### src/rtl/vx_schedule_pkg.sv
// Shared types for the schedule arbiter/buffer: the schedule payload and its width helpers.
`ifndef NUM_THREADS
`define NUM_THREADS 4
`endif

package vx_schedule_pkg;

  localparam int unsigned UUID_WIDTH    = 44;
  localparam int unsigned NW_WIDTH      = 2;
  localparam int unsigned SCHED_TMASK_W = `NUM_THREADS;
  localparam int unsigned XLEN          = 32;

  typedef struct packed {
    logic [UUID_WIDTH-1:0]    uuid;
    logic [NW_WIDTH-1:0]      wid;
    logic [SCHED_TMASK_W-1:0] tmask;
    logic [XLEN-1:0]          PC;
  } sched_data_t;

  localparam int unsigned SCHED_DATA_W = $bits(sched_data_t);

  // Index width that stays at least one bit for a single requester.
  function automatic int unsigned sel_width(input int unsigned n);
    return (n > 1) ? $clog2(n) : 1;
  endfunction

endpackage

### src/rtl/vx_rr_arbiter.sv
// Round-robin arbiter: grants the first request at or above the pointer, pointer moves past
// the winner whenever the caller strobes advance.
module vx_rr_arbiter #(
  parameter int unsigned NUM_REQS = 2,
  localparam int unsigned IDX_W = (NUM_REQS > 1) ? $clog2(NUM_REQS) : 1
) (
  input  logic                clk,
  input  logic                reset,
  input  logic [NUM_REQS-1:0] requests,
  input  logic                advance,
  output logic                grant_valid,
  output logic [IDX_W-1:0]    grant_index,
  output logic [NUM_REQS-1:0] grant_onehot
);

  logic [IDX_W-1:0] ptr_q;

  // Scan from the farthest candidate down so the closest one to the pointer wins.
  always_comb begin
    int idx;
    idx          = 0;
    grant_valid  = 1'b0;
    grant_index  = '0;
    grant_onehot = '0;
    for (int k = NUM_REQS - 1; k >= 0; k--) begin
      idx = (int'(ptr_q) + k) % NUM_REQS;
      if (requests[idx]) begin
        grant_valid       = 1'b1;
        grant_index       = IDX_W'(idx);
        grant_onehot      = '0;
        grant_onehot[idx] = 1'b1;
      end
    end
  end

  always_ff @(posedge clk) begin
    if (reset) begin
      ptr_q <= '0;
    end else if (advance) begin
      ptr_q <= (grant_index == IDX_W'(NUM_REQS - 1)) ? '0 : grant_index + 1'b1;
    end
  end

endmodule

### src/rtl/vx_schedule_arb_buf.sv
// Merges NUM_INPUTS schedule requesters round-robin into a DEPTH-entry FIFO with flush and
// source tagging. Optional perf counters under VX_SCHED_PERF_EN (tied to 0 otherwise).
module vx_schedule_arb_buf
  import vx_schedule_pkg::*;
#(
  parameter int unsigned NUM_INPUTS = 2,
  parameter int unsigned DEPTH      = 4,
  parameter int unsigned THREAD_CNT = `NUM_THREADS,
  localparam int unsigned SEL_W = sel_width(NUM_INPUTS)
) (
  input  logic                                 clk,
  input  logic                                 reset,
  input  logic                                 flush,
  input  logic [NUM_INPUTS-1:0]                in_valid,
  input  logic [NUM_INPUTS*SCHED_DATA_W-1:0]   in_data,
  output logic [NUM_INPUTS-1:0]                in_ready,
  output logic                                 out_valid,
  output logic [SCHED_DATA_W-1:0]              out_data,
  output logic [SEL_W-1:0]                     out_sel,
  input  logic                                 out_ready,
  output logic [31:0]                          perf_stalls,
  output logic [31:0]                          perf_issued
);

  localparam int unsigned AW = $clog2(DEPTH);
  localparam int unsigned CW = AW + 1;

  if (THREAD_CNT != SCHED_TMASK_W) begin : g_bad_tmask
    $error("THREAD_CNT must match the packed tmask width of sched_data_t");
  end

  logic [SCHED_DATA_W-1:0] mem_q [DEPTH];
  logic [SEL_W-1:0]        sel_mem_q [DEPTH];
  logic [AW-1:0]           rd_q, wr_q;
  logic [CW-1:0]           count_q;

  logic                    grant_valid;
  logic [SEL_W-1:0]        grant_index;
  logic [NUM_INPUTS-1:0]   grant_onehot;
  logic                    pop, push, space, accept_en;
  logic [SCHED_DATA_W-1:0] push_data;

  vx_rr_arbiter #(
    .NUM_REQS (NUM_INPUTS)
  ) u_arb (
    .clk          (clk),
    .reset        (reset),
    .requests     (in_valid),
    .advance      (push),
    .grant_valid  (grant_valid),
    .grant_index  (grant_index),
    .grant_onehot (grant_onehot)
  );

  always_comb begin
    out_valid = (count_q != '0);
    pop       = out_valid && out_ready;
    space     = (count_q < CW'(DEPTH)) || pop;
    accept_en = space && !flush && !reset;
    in_ready  = grant_onehot & {NUM_INPUTS{accept_en}};
    push      = grant_valid && accept_en;
    push_data = in_data[int'(grant_index)*SCHED_DATA_W +: SCHED_DATA_W];
    // Masked so an empty or freshly reset FIFO presents zeros rather than stale storage.
    out_data  = out_valid ? mem_q[rd_q] : '0;
    out_sel   = out_valid ? sel_mem_q[rd_q] : '0;
  end

  always_ff @(posedge clk) begin
    if (push) begin
      mem_q[wr_q]     <= push_data;
      sel_mem_q[wr_q] <= grant_index;
    end
  end

  always_ff @(posedge clk) begin
    if (reset || flush) begin
      count_q <= '0;
      rd_q    <= '0;
      wr_q    <= '0;
    end else begin
      if (push) wr_q <= wr_q + 1'b1;
      if (pop)  rd_q <= rd_q + 1'b1;
      unique case ({push, pop})
        2'b10:   count_q <= count_q + 1'b1;
        2'b01:   count_q <= count_q - 1'b1;
        default: count_q <= count_q;
      endcase
    end
  end

`ifdef VX_SCHED_PERF_EN
  logic [31:0] stalls_q, issued_q;

  always_ff @(posedge clk) begin
    if (reset) begin
      stalls_q <= '0;
      issued_q <= '0;
    end else begin
      if (|in_valid && !push) stalls_q <= stalls_q + 32'd1;
      if (pop)                issued_q <= issued_q + 32'd1;
    end
  end

  assign perf_stalls = stalls_q;
  assign perf_issued = issued_q;
`else
  assign perf_stalls = '0;
  assign perf_issued = '0;
`endif

endmodule

### config.mk
export PLATFORM = sky130hd
export DESIGN_NAME = vx_schedule_arb_buf
export DESIGN_NICKNAME = d
export VERILOG_FILES = /design/src/rtl/vx_schedule_pkg.sv /design/src/rtl/vx_rr_arbiter.sv /design/src/rtl/vx_schedule_arb_buf.sv
export SDC_FILE = /design/constraint.sdc
export NUM_CORES = 1
export LEC_CHECK = 0
export ABC_AREA = 1
export CAP_MARGIN = 20
export CORE_ASPECT_RATIO = 0.5
export CORE_MARGIN = 1.5
export CORE_UTILIZATION = 47
export CTS_BUF_LIST = sky130_fd_sc_hd__clkbuf_16
export DETAILED_ROUTE_END_ITERATION = 10
export DONT_BUFFER_PORTS = 1
export GPL_ROUTABILITY_DRIVEN = 0
export SLEW_MARGIN = 20
export SYNTH_ARGS = -nofsm -noshare
export SYNTH_HDL_FRONTEND = slang
export SYNTH_SLANG_ARGS = --single-unit
### constraint.sdc
create_clock -name clk -period 6.7 [get_ports clk]
set_input_delay 1.34 -clock clk [delete_from_list [all_inputs] [get_ports clk]]
set_output_delay 1.34 -clock clk [all_outputs]
set_load 0.02 [all_outputs]
After elaboration in Yosys (flattened, before gate mapping)
Memory sizes are Yosys's and may differ from the RTL's. A register that Yosys moved wholly into a read port is not among the register bits. Cells that the tools add are included.

Input bits: 170. Memories kept: 2. Bits in registers: 8. Memory bits (writable): 332. Logic and storage cells: 58.

Memories: mem_q (words 4, width 82, rd ports 1, clocked after Yosys merged registers in 1, write ports 1, RTL line vx_schedule_arb_buf.sv:32) `logic [SCHED_DATA_W-1:0] mem_q [DEPTH];`; sel_mem_q (words 4, width 1, rd ports 1, clocked after Yosys merged registers in 1, write ports 1, RTL line vx_schedule_arb_buf.sv:33) `logic [SEL_W-1:0] sel_mem_q [DEPTH];`.

Reductions and logical operators: 12. Shifts and indexed selects: 1. $add $sub $neg: 6. Muxes and demuxes: 24. Equality and inequality tests: 2. Order comparisons: 5. Multipliers: 1. Bitwise operators: 1.

Operators by type and width (count): indexed part select 164 x 9 -> 82 bit (1); two-way mux 82 bit (1); two-way mux 1 bit (14); two-way mux 2 bit (6); multiplier 1 x 6 -> 7 bit (second input constant) (1); logical AND 1 bit (6); one-hot mux 3 bit (2 select lines) (1); adder 2 x 1 -> 2 bit (second input constant) (2); < comparator 1 x 2 -> 1 bit (second input constant) (2); adder 3 x 1 -> 3 bit (second input constant) (1); < comparator 3 bit (second input constant) (1); nonzero test 3 bit (1); subtractor 3 x 1 -> 3 bit (second input constant) (1); adder 1 bit (second input constant) (2); AND 2 bit (1); demux 1 bit (select 1 bit) (2); == test 2 x 1 -> 1 bit (second input constant) (1); == test 2 bit (second input constant) (1); greater-or-equal comparator 1 bit (second input constant) (2); zero test 1 bit (2); logical OR 1 bit (2); nonzero test 2 bit (1).

Depth between registers and ports, before layout
Gate-level depths: netlist of run 1.

Depth after elaboration: 8. Depth in mapped cells: 13.

By module
Synthesis of run 1 repeated with hierarchy kept, for this count alone.

Cells, all modules: 1227. Area, all modules: 14924.3 um^2.

By module, submodules not included: vx_schedule_arb_buf (cells an instance 1213, area each 14848.0 um^2, times used 1); vx_rr_arbiter (cells an instance 14, area each 76.3 um^2, times used 1).

Worst setup path before layout of run 1
No wires, ideal clock.

Path type: input port to flip-flop. From: input port flush. To: memory mem_q[0][0] (netlist bit) (enable). Stages: 3. Path slack: 0.879 ns. Data arrival time: 5.296 ns. Path through: nor2_2 nand3_2 nor2_1.

Longest elaborated chain between the ends: 6.

RTL lines: from (decl) (RTL line vx_schedule_arb_buf.sv:13) `input logic flush,`; zero test 1 bit (RTL line vx_schedule_arb_buf.sv:59) `accept_en = space && !flush && !reset;`; logical AND 1 bit (2 in series) (RTL line vx_schedule_arb_buf.sv:59); logical AND 1 bit (RTL line vx_schedule_arb_buf.sv:61) `push = grant_valid && accept_en;`; two-way mux 1 bit (RTL line vx_schedule_arb_buf.sv:69) `if (push) begin`; two-way mux 1 bit (implied by the code) (RTL line vx_schedule_arb_buf.sv:70) `mem_q[wr_q] <= push_data;`; to (decl) (RTL line vx_schedule_arb_buf.sv:32).

Every way passes these cells.

==> out/metrics.yaml, run 1 <==
timing:
  slew_headroom_pct: 29.5
  post-route-worst-setup-slack_ns: 1.96
  hold_viol: 0
  finalCritPeriodShare_pct: 70.8
  finalSetupViolations: 0
  finalWorstPathRequiredPeriod_ns: 4.74
  fin_worst_skew_ns: 0.0181
  setup_total_negative_slack_ns: 0
  tightest_slew_ns: 1.06
  max_slew_violation_count: 0
  max_freq_mhz: 211
  grt_setup_unrepaired: "no"
worst_setup_path:
  r2r.worst_path.cells: 4
  worst_ep_arrival_time_ns: 3.40
  worst_ep_required_time_ns: 5.36
  type_of_destination_of_the_critical_path: "output pin"
  startpoint_type_of_the_worst_setup_path: "register"
  critical_path.max_fanout: 88
  critical_path_class: "reg -> out"
detailed_routing:
  post_route_drc_violation_count: 0
  drt.antenna.violating_nets: 0
  avgViaCountPerCell: 5.25
  num_vias: 9477
  drt-wirelength-per-cell_um: 18.8
  drtPass1Iterations: 5
  drt-total-wl_mm: 34.0
  drt_iter0_drc: 703
power:
  power_density_over_cell_area_nw_per_um2: 282
  irDropWorstVdd_mv: 0.228
  power.leakage_nw: 5.79
clocking:
  cts.root.buffer_cell: "clkbuf_16"
  clock_sink_count: 342
  cts_resized: 0
  cts-hold-fix-buffers: 0
  cts_tree: "yes"
  clk_pin_slew_worst_paths_ns: 0.07
  latest_clock_arrival_within_the_worst_skew_pair_ns: 0.56
  cts.path.max_buffers: 3
  cts_max_level: 1
  setup_repair_bufs_after_cts: 0
  tritoncts.num_buffers: 30
synthesis:
  synth.top_cells.by_area: "edfxtp_1, nor2_1, nand2_1"
  synth.top_cell.area_share_pct: 66.5
  seq_area_frac_synth_pct: 67.9
  synth_top_area_cell: "edfxtp_1"
  synth.area.mux_share_pct: 0
  syn_avg_cell_area_sq_um: 10.8
  postSynth.asyncResetShare_pct: 0
  share_of_the_synthesized_area_in_compound_gates_ao_oa_aoi_oai_pct: 8.58
  instance_count_of_the_mapped_netlist: 1393
  post_synth_xor_xnor_area_pct: 0
  dominant_combinational_cell_family_by_area_after_synthesis: "simple AND/OR/NAND/NOR gates"
  ys_types: 22
  yosys_register_bits: 342
  yosysMostFrequentCell: "nor2_1"
  syn_area_sq_um: 15000
  main_flop_type_after_synthesis: "edfxtp_1"
  post_synth_and_or_nand_nor_area_fraction_pct: 15.5
  synth_common_cells: "nor2_1, edfxtp_1, nand2_1"
  post_synth_fa_ha_maj_area_fraction_pct: 0.551
  yosysWarningCount: 0
  synth_enable_flop_cells: 332
floorplanning:
  boundaryPins: 320
  design.die.area_sq_um: 33000
  dieHeight_um: 129
  placeableCoreArea_sq_um: 30900
  die_width_um: 256
  number_of_cell_rows: 45
  initial_cell_density_of_the_core_pct: 48.6
global_route:
  antenna_violations_before_repair: 0
  grt_start_max_net_pins: 89
  grt.total_usage_pct: 20.2
  grt_first_pass_wirelength_mm: 51.0
  vias_in_the_first_global_route: 8881
  grt_overflow: 0
run_status:
  run_status: "finished clean"
final_layout:
  fin_nets: 1534
  areaGrowthSynthToFinish_pct: 6.08
  antennaDiodeCount: 0
  post_route_cells_drive_above_1_share_pct: 5.21
worst_hold_path:
  hold_path_depth: 2
  timing.hold.worst.class: "reg -> reg"
place:
  hpwl_mm: 19.2
  place.port_buffers: 0
  place_ws_ns: 2.57
job:
  drv.max_cap_violation_count: 0
==> where the power goes <==
| part | total, W | internal, W | switching [W] |
|---|---|---|---|
| combinational | 0.000321 | 0.0000564 | 0.000265 |
| clock | 0.00173 | 0.000988 | 0.000747 |
| sequential | 0.00242 | 0.00241 | 0.0000117 |
==> worst max-delay path, stage by stage, from the launching register on <==
cell	delay, ns
dfxtp_4	0.63
inv_4	0.76
buf_4	0.57
o21ai_0	0.17
a21oi_1	0.64
==> cells in the final DEF (no fill, tap or decap), types with 2 or more instances in the layout <==
master,n
nor2_1,341
edfxtp_1,332
nand2_1,264
o21ai_1,108
a21oi_1,87
conb_1,64
o21ai_0,61
clkbuf_16,31
inv_1,27
buf_4,15
clkinv_2,8
dfxtp_1,8
clkinv_1,6
ha_1,5
nor2_4,4
nand3_1,4
bufinv_16,4
dfxtp_4,2
clkinvlp_4,2
==> per-stage QoR <==
stage,area [sq um],std cells,hold slack (ns),total power (W),utilization [%]
CTS,15900,1804,0.484,0.00452,51.5
floorplan,15200,1456,0.435,0.00274,-
finish,15900,1804,0.477,0.00447,51.5
detailed placement,14900,1749,0.475,0.00279,48.3
global route,15900,1804,0.483,0.00463,51.5
global placement,14900,1749,0.449,0.00278,48.3
==> area by class of cell <==
class / count / area (sq um)
Tap cell: 423 / 529
Fill cell: 2676 / 15000
Clock buffer: 31 / 776
Sequential cell: 342 / 10200
Inverter: 25 / 98.8
Timing Repair Buffer: 16 / 124
Multi-Input combinational cell: 943 / 3980
Clock inverter: 24 / 210
==> final timing paths <==
path / start / end / slack [ns]
worst max-delay path: register / out_data[11] / 1.96
worst min-delay path: u_arb.ptr_q / u_arb.ptr_q / 0.48
worst max register to register: count_q[2] / mem_q[1][61] / 4.05
worst min register to register: u_arb.ptr_q / u_arb.ptr_q / 0.48
==> cell families after synthesis <==
group,count (synthesis)
and+or+nand+nor,616
DFF,342
adders and majority gates,6
AOI/OAI and AO/OA,257
other,1
buffers and inverters,171
==> sequential cells by signal (all words and copies together) (netlist names), named ones only <==
| signal | count |
|---|---|
| mem_q | 328 |
| sel_mem_q | 4 |
| count_q | 3 |
| rd_q | 2 |
| wr_q | 2 |
| u_arb.ptr_q | 1 |
==> layer usage <==
layer  global-route usage (%)  wire length [um]  vias up
li1                         -                 -     4520
met4                     4.80               680        0
met2                     35.4             16900      300
met5                        0                 0        -
met1                     26.2             14500     4608
met3                     3.95              1930       49
No activity file was read; power rests on OpenSTA's default activity.
==> inputs of run 2 (changes only) <==
==> constraint.sdc (replaced) <==
create_clock -name clk -period 4.6 [get_ports clk]
set_input_delay 0.92 -clock clk [delete_from_list [all_inputs] [get_ports clk]]
set_output_delay 0.92 -clock clk [all_outputs]
set_load 0.02 [all_outputs]
==> run 2 against run 1 <==
Net effect: routed wire length shrank 1.3%; via count about the same; sequential cell count unchanged; power rose by 50%; combinational power increased by 46%; global-route usage decreased by 0.19 points; hold slack better by 0.0020 ns; critical path type unchanged; largest power group unchanged.
==> out/metrics.yaml, run 2 (synthesized netlist as in run 1, its figures left out) <==
place:
  dpl_cell_area_sq_um: 15000  # was 14,900 sq um
  hpwl_mm: 19.0  # was 19.2 mm
  place_ws_ns: 1.43  # was 2.57 ns
  place.port_buffers: 0  # unchanged
  place.detailed.instances: 1750  # was 1,749
final_layout:
  layout.cells.most_common: "nor2_1"  # unchanged
  filler_cell_count: 2686  # was 2,676
  post_route_cells_drive_above_1_share_pct: 5.55  # was 5.21%
  sequential_cell_area_sq_um: 10200  # unchanged
  top_register: "mem_q"  # unchanged
  multi_input_area_sq_um: 3980  # unchanged
  final_cells: 1811  # was 1,804
  areaGrowthSynthToFinish_pct: 7.57  # was 6.08%
  antennaDiodeCount: 0  # unchanged
  reg.largest.list: "mem_q x328, sel_mem_q x4, count_q x3"  # unchanged
  final_core_util_pct: 52.2  # was 51.5%
  fin_nets: 1539  # was 1,534
  largest_reg_flops: 328  # unchanged
  finalInstanceArea_sq_um: 16100  # was 15,900 sq um
  most-common-layout-cells: "nor2_1, edfxtp_1, nand2_1"  # unchanged
worst_setup_path:
  reg2reg_slack_ns: 2.42  # was 4.05 ns
  critical_path_class: "reg -> out"  # unchanged
  worstReg2RegStart: "count_q[2]"  # unchanged
  startpoint_type_of_the_worst_setup_path: "register"  # unchanged
  r2r.worst_path.cells: 4  # unchanged
  type_of_destination_of_the_critical_path: "output pin"  # unchanged
  worst_ep_arrival_time_ns: 2.78  # was 3.40 ns
  end_of_the_worst_register_to_register_path: "mem_q[2][42]"  # was mem_q[1][61]
  worst_ep_required_time_ns: 3.68  # was 5.36 ns
  critical_path.max_fanout: 98  # was 88
detailed_routing:
  drt.antenna.violating_nets: 0  # unchanged
  drt_iter0_drc: 688  # was 703
  drt-total-wl_mm: 33.5  # was 34.0 mm
  avgViaCountPerCell: 5.24  # was 5.25
  drtPass1Iterations: 5  # unchanged
  drt-wirelength-per-cell_um: 18.5  # was 18.8 um
  post_route_drc_violation_count: 0  # unchanged
  num_vias: 9484  # was 9,477
worst_hold_path:
  worst_hold_path.endpoint: "u_arb.ptr_q"  # unchanged
  timing.hold.worst.class: "reg -> reg"  # unchanged
  hold_path_depth: 2  # unchanged
  hold_path_startpoint: "u_arb.ptr_q"  # unchanged
clocking:
  cts_max_level: 2  # was 1
  latest_clock_arrival_within_the_worst_skew_pair_ns: 0.51  # was 0.56 ns
  cts.path.max_buffers: 3  # unchanged
  tritoncts.num_buffers: 34  # was 30
  cts_resized: 0  # unchanged
  clock_sink_count: 342  # unchanged
  clk_pin_slew_worst_paths_ns: 0.06  # was 0.07 ns
  cts.root.buffer_cell: "clkbuf_16"  # unchanged
  cts_tree: "yes"  # unchanged
  cts-hold-fix-buffers: 0  # unchanged
  setup_repair_bufs_after_cts: 0  # unchanged
job:
  drv.max_cap_violation_count: 0  # unchanged
power:
  power.leakage_nw: 5.89  # was 5.79 nW
  irDropWorstVdd_mv: 0.222  # was 0.228 mV
  power_density_over_cell_area_nw_per_um2: 418  # was 282 nW/um^2
  seq_power_share_pct: 52.3  # was 54.1%
  clockPowerShare_pct: 40.7  # was 38.8%
  net-switching-power_w: 0.00153  # was 0.00102 W
  power_switching_share_pct: 22.7  # was 22.9%
  power_w: 0.00673  # was 0.00447 W
  combPwrFrac_pct: 7.0  # was 7.2%
  power_report.internal_total_w: 0.00521  # was 0.00345 W
global_route:
  vias_in_the_first_global_route: 9012  # was 8,881
  grt_start_max_net_pins: 99  # was 89
  grt_overflow: 0  # unchanged
  grt.total_usage_pct: 20.0  # was 20.2%
  grt_first_pass_wirelength_mm: 50.8  # was 51.0 mm
  antenna_violations_before_repair: 0  # unchanged
floorplanning:
  boundaryPins: 320  # unchanged
  placeableCoreArea_sq_um: 30900  # unchanged
  dieHeight_um: 129  # unchanged
  design.die.area_sq_um: 33000  # unchanged
  initial_cell_density_of_the_core_pct: 48.6  # unchanged
  die_width_um: 256  # unchanged
  number_of_cell_rows: 45  # unchanged
timing:
  hold_viol: 0  # unchanged
  grt_setup_unrepaired: "no"  # unchanged
  tightest_slew_ns: 1.10  # was 1.06 ns
  finalWorstPathRequiredPeriod_ns: 3.70
  finalSetupViolations: 0  # unchanged
  max_slew_violation_count: 0  # unchanged
  slew_headroom_pct: 26.8  # was 29.5%
  fin_worst_skew_ns: 0.00898  # was 0.0181 ns
  finalCritPeriodShare_pct: 80.5
  max_freq_mhz: 270
  post-route-worst-setup-slack_ns: 0.897  # was 1.96 ns
run_status:
  run_status: "finished clean"  # unchanged
## run 2: critical path, cell delays in order (launching register included)
cell and delay (ns):
dfxtp_4 0.85, buf_12 0.40, nor2_1 0.10, nor2_1 0.10, o21ai_0 0.08, a21oi_1 0.54
## run 2: worst max-delay path by stage
stage / startpoint / to / slack (ns) / depth (start not counted)
final: register / out_data[13] / 0.90 / 5
after global routing: register / out_data[47] / 0.70 / 4
after CTS: register / out_data[47] / 0.88 / 4
after detailed placement: register / out_data[47] / 1.43 / 4
after global placement: register / out_data[3] / 1.46 / 5
after floorplan: flush / mem_q[0][0] / -0.80 / 3
## run 2: per-layer routing
layer	GRT usage [%]	vias to the layer above	part of all wire [%]
li1	-	4534	-
met1	26.3	4647	43
met2	34.8	268	50
met3	3.87	35	5.2
met4	4.63	0	1.4
met5	0	-	0
## run 2: stage by stage
stage          TNS (ns)  hold slack (ns)
2_1_floorplan   -266.01            0.435
3_3_place_gp          0            0.472
3_5_place_dp          0            0.479
4_1_cts               0            0.451
5_1_grt               0            0.451
6_report              0            0.479
## run 2: cell type report
class | count | share of cell area, %
Clock inverter | 24 | 1.12
Clock buffer | 37 | 5.74
Multi-Input combinational cell | 943 | 24.7
Tap cell | 423 | 3.28
Inverter | 25 | 0.613
Sequential cell | 342 | 63.1
Timing Repair Buffer | 17 | 1.41
## run 2: power groups by stage
stage	combinational, W	sequential [W]	clock (W)
floorplan	0.000409	0.00359	0
global placement	0.000461	0.00359	0
detailed placement	0.000474	0.00359	0
CTS	0.000475	0.00352	0.00280
global route	0.000524	0.00353	0.00292
finish	0.000470	0.00352	0.00274
==> inputs of run 3 (changes only) <==
==> constraint.sdc (replaced) <==
create_clock -name clk -period 3.7 [get_ports clk]
set_input_delay 0.74 -clock clk [delete_from_list [all_inputs] [get_ports clk]]
set_output_delay 0.74 -clock clk [all_outputs]
set_load 0.02 [all_outputs]
==> run 3 against run 2 <==
Net effect: routed wire length is 0.11% lower; worst setup slack worse by 0.56 ns; non-clock buffer count is 56 higher; global-route usage hardly changed; clock power is 18% higher; final area is 2.2% higher; die area stayed put; critical path depth stayed put.
==> out/metrics.yaml, run 3 (synthesized netlist as in run 1, its figures left out) <==
run_status:
  run_status: "finished clean"  # unchanged
clocking:
  cts.path.max_buffers: 3  # unchanged
  latest_clock_arrival_within_the_worst_skew_pair_ns: 0.56  # was 0.51 ns
  tritoncts.num_buffers: 31  # was 34
  clk_pin_slew_worst_paths_ns: 0.07  # was 0.06 ns
  cts_max_level: 1  # was 2
  clock_sink_count: 342  # unchanged
  setup_repair_bufs_after_cts: 0  # unchanged
  cts_tree: "yes"  # unchanged
  cts.root.buffer_cell: "clkbuf_16"  # unchanged
  cts-hold-fix-buffers: 0  # unchanged
  cts_resized: 0  # unchanged
timing:
  hold_viol: 0  # unchanged
  max_slew_violation_count: 0  # unchanged
  finalCritPeriodShare_pct: 90.8
  finalSetupViolations: 0  # unchanged
  finalWorstPathRequiredPeriod_ns: 3.36
  max_freq_mhz: 298
  tightest_slew_ns: 0.940  # was 1.10 ns
  slew_headroom_pct: 37.4  # was 26.8%
  grt_setup_unrepaired: "no"  # unchanged
  fin_worst_skew_ns: 0.0209  # was 0.00898 ns
final_layout:
  filler_cell_count: 2699  # was 2,686
  areaGrowthSynthToFinish_pct: 9.92  # was 7.57%
  post_route_cells_drive_above_1_share_pct: 8.98  # was 5.55%
  final_cells: 1860  # was 1,811
  fin_nets: 1592  # was 1,539
  most-common-layout-cells: "nor2_1, edfxtp_1, nand2_1"  # unchanged
  layout.cells.most_common: "nor2_1"  # unchanged
  finalInstanceArea_sq_um: 16500  # was 16,100 sq um
  reg.largest.list: "mem_q x328, sel_mem_q x4, count_q x3"  # unchanged
  top_register: "mem_q"  # unchanged
  antennaDiodeCount: 0  # unchanged
  largest_reg_flops: 328  # unchanged
floorplanning:
  initial_cell_density_of_the_core_pct: 48.6  # unchanged
  placeableCoreArea_sq_um: 30900  # unchanged
  boundaryPins: 320  # unchanged
  number_of_cell_rows: 45  # unchanged
  dieHeight_um: 129  # unchanged
  die_width_um: 256  # unchanged
  design.die.area_sq_um: 33000  # unchanged
power:
  net-switching-power_w: 0.00187  # was 0.00153 W
  power_switching_share_pct: 22.7  # about the same
  irDropWorstVdd_mv: 0.357  # was 0.222 mV
  combPwrFrac_pct: 7.7  # was 7.0%
  clockPowerShare_pct: 39.2  # was 40.7%
  power_report.internal_total_w: 0.00637  # was 0.00521 W
  power_density_over_cell_area_nw_per_um2: 500  # was 418 nW/um^2
  seq_power_share_pct: 53.1  # was 52.3%
  power.leakage_nw: 6.15  # was 5.89 nW
detailed_routing:
  num_vias: 9615  # was 9,484
  drt.antenna.violating_nets: 0  # unchanged
  drt-total-wl_mm: 33.5  # about the same
  drtPass1Iterations: 4  # was 5
  drt_iter0_drc: 701  # was 688
  post_route_drc_violation_count: 0  # unchanged
  drt-wirelength-per-cell_um: 18.0  # was 18.5 um
  avgViaCountPerCell: 5.17  # was 5.24
worst_setup_path:
  critical_path.max_fanout: 82  # was 98
  slowest_stage: "inv_4"  # was dfxtp_4
  cp_cell_sequence: "inv_4 > buf_12 > o21ai_0 > a21oi_1 > buf_4"  # was buf_12 > nor2_1 > nor2_1 > o21ai_0 > a21oi_1
  critical-path-max-stage-delay_ns: 0.51  # was 0.85 ns
  startpoint_type_of_the_worst_setup_path: "register"  # unchanged
  reg2reg_slack_ns: 1.71  # was 2.42 ns
  worst_ep_required_time_ns: 2.96  # was 3.68 ns
  worst_ep_arrival_time_ns: 2.62  # was 2.78 ns
  critical_path_class: "reg -> out"  # unchanged
  type_of_destination_of_the_critical_path: "output pin"  # unchanged
place:
  place.port_buffers: 0  # unchanged
  hpwl_mm: 20.1  # was 19.0 mm
  place.detailed.instances: 1806  # was 1,750
  dpl_cell_area_sq_um: 15500  # was 15,000 sq um
global_route:
  grt_overflow: 0  # unchanged
  grt_first_pass_wirelength_mm: 51.4  # was 50.8 mm
  grt.total_usage_pct: 19.9  # was 20.0%
  antenna_violations_before_repair: 0  # unchanged
  grt_start_max_net_pins: 89  # was 99
  vias_in_the_first_global_route: 9202  # was 9,012
job:
  drv.max_cap_violation_count: 0  # unchanged
worst_hold_path:
  timing.hold.worst.class: "in -> reg"  # was reg -> reg
-- run 3: changes by cell type in the layout (fill, tap and decap cells not counted) --
cell       previous run  this run
bufinv_16             3         5
clkinv_4              0         2
buf_4                 9        63
inv_1                27        28
clkinv_2              8         6
buf_12                8        10
clkbuf_16            37        31
clkinv_1              8         4
-- run 3: area by class of cell --
cell class	count	area [sq um]	share of cell area (%)
timing repair buffer	73	673	4.09
tap	423	529	3.21
clock inverter	23	236	1.44
inverter	25	98.8	0.600
clock buffer	31	776	4.71
sequential	342	10200	61.8
multi-input combinational	943	3980	24.2
-- run 3: worst paths after layout --
check	depth (start not counted)	from	end
setup / recovery	5	register	out_data[16]
hold / removal	1	reset	u_arb.ptr_q
setup reg to reg	13	count_q[2]	count_q[2]
hold reg to reg	2	u_arb.ptr_q	u_arb.ptr_q
-- run 3: layer usage --
metal | share of wire (%) | vias up | GRT usage (%)
met5 | 0 | - | 0
met4 | 2.3 | 0 | 5.99
li1 | - | 4628 | -
met1 | 44 | 4660 | 26.4
met2 | 49 | 271 | 34.5
met3 | 4.2 | 56 | 3.17
-- run 3: metrics by stage --
| stage | setup WS, ns | hold WS, ns | setup TNS, ns | util, % | total power (W) |
|---|---|---|---|---|---|
| final | 0.339 | 0.240 | 0 | 53.4 | 0.00824 |
| after global routing | 0.174 | 0.217 | 0 | 53.4 | 0.00852 |
| after CTS | 0.303 | 0.213 | 0 | 53.4 | 0.00831 |
| after detailed placement | 0.918 | 0.470 | 0 | 50.1 | 0.00510 |
| after global placement | 0.959 | 0.466 | 0 | 50.1 | 0.00508 |
| after floorplan | -0.158 | 0.435 | -52.48 | - | 0.00497 |
-- run 3: power groups by stage --
stage	sequential, W	clock [W]	combinational [W]
floorplan	0.00446	0	0.000509
global placement	0.00446	0	0.000622
detailed placement	0.00446	0	0.000639
CTS	0.00438	0.00329	0.000641
global route	0.00438	0.00344	0.000709
finish	0.00438	0.00322	0.000634
-- run 3: critical path, delay by kind of cell (launching register included) --
| family | cells | cell delay [ns] |
|---|---|---|
| compound gates | 2 | 0.38 |
| buf+inv | 3 | 1.09 |
| flops | 1 | 0.48 |
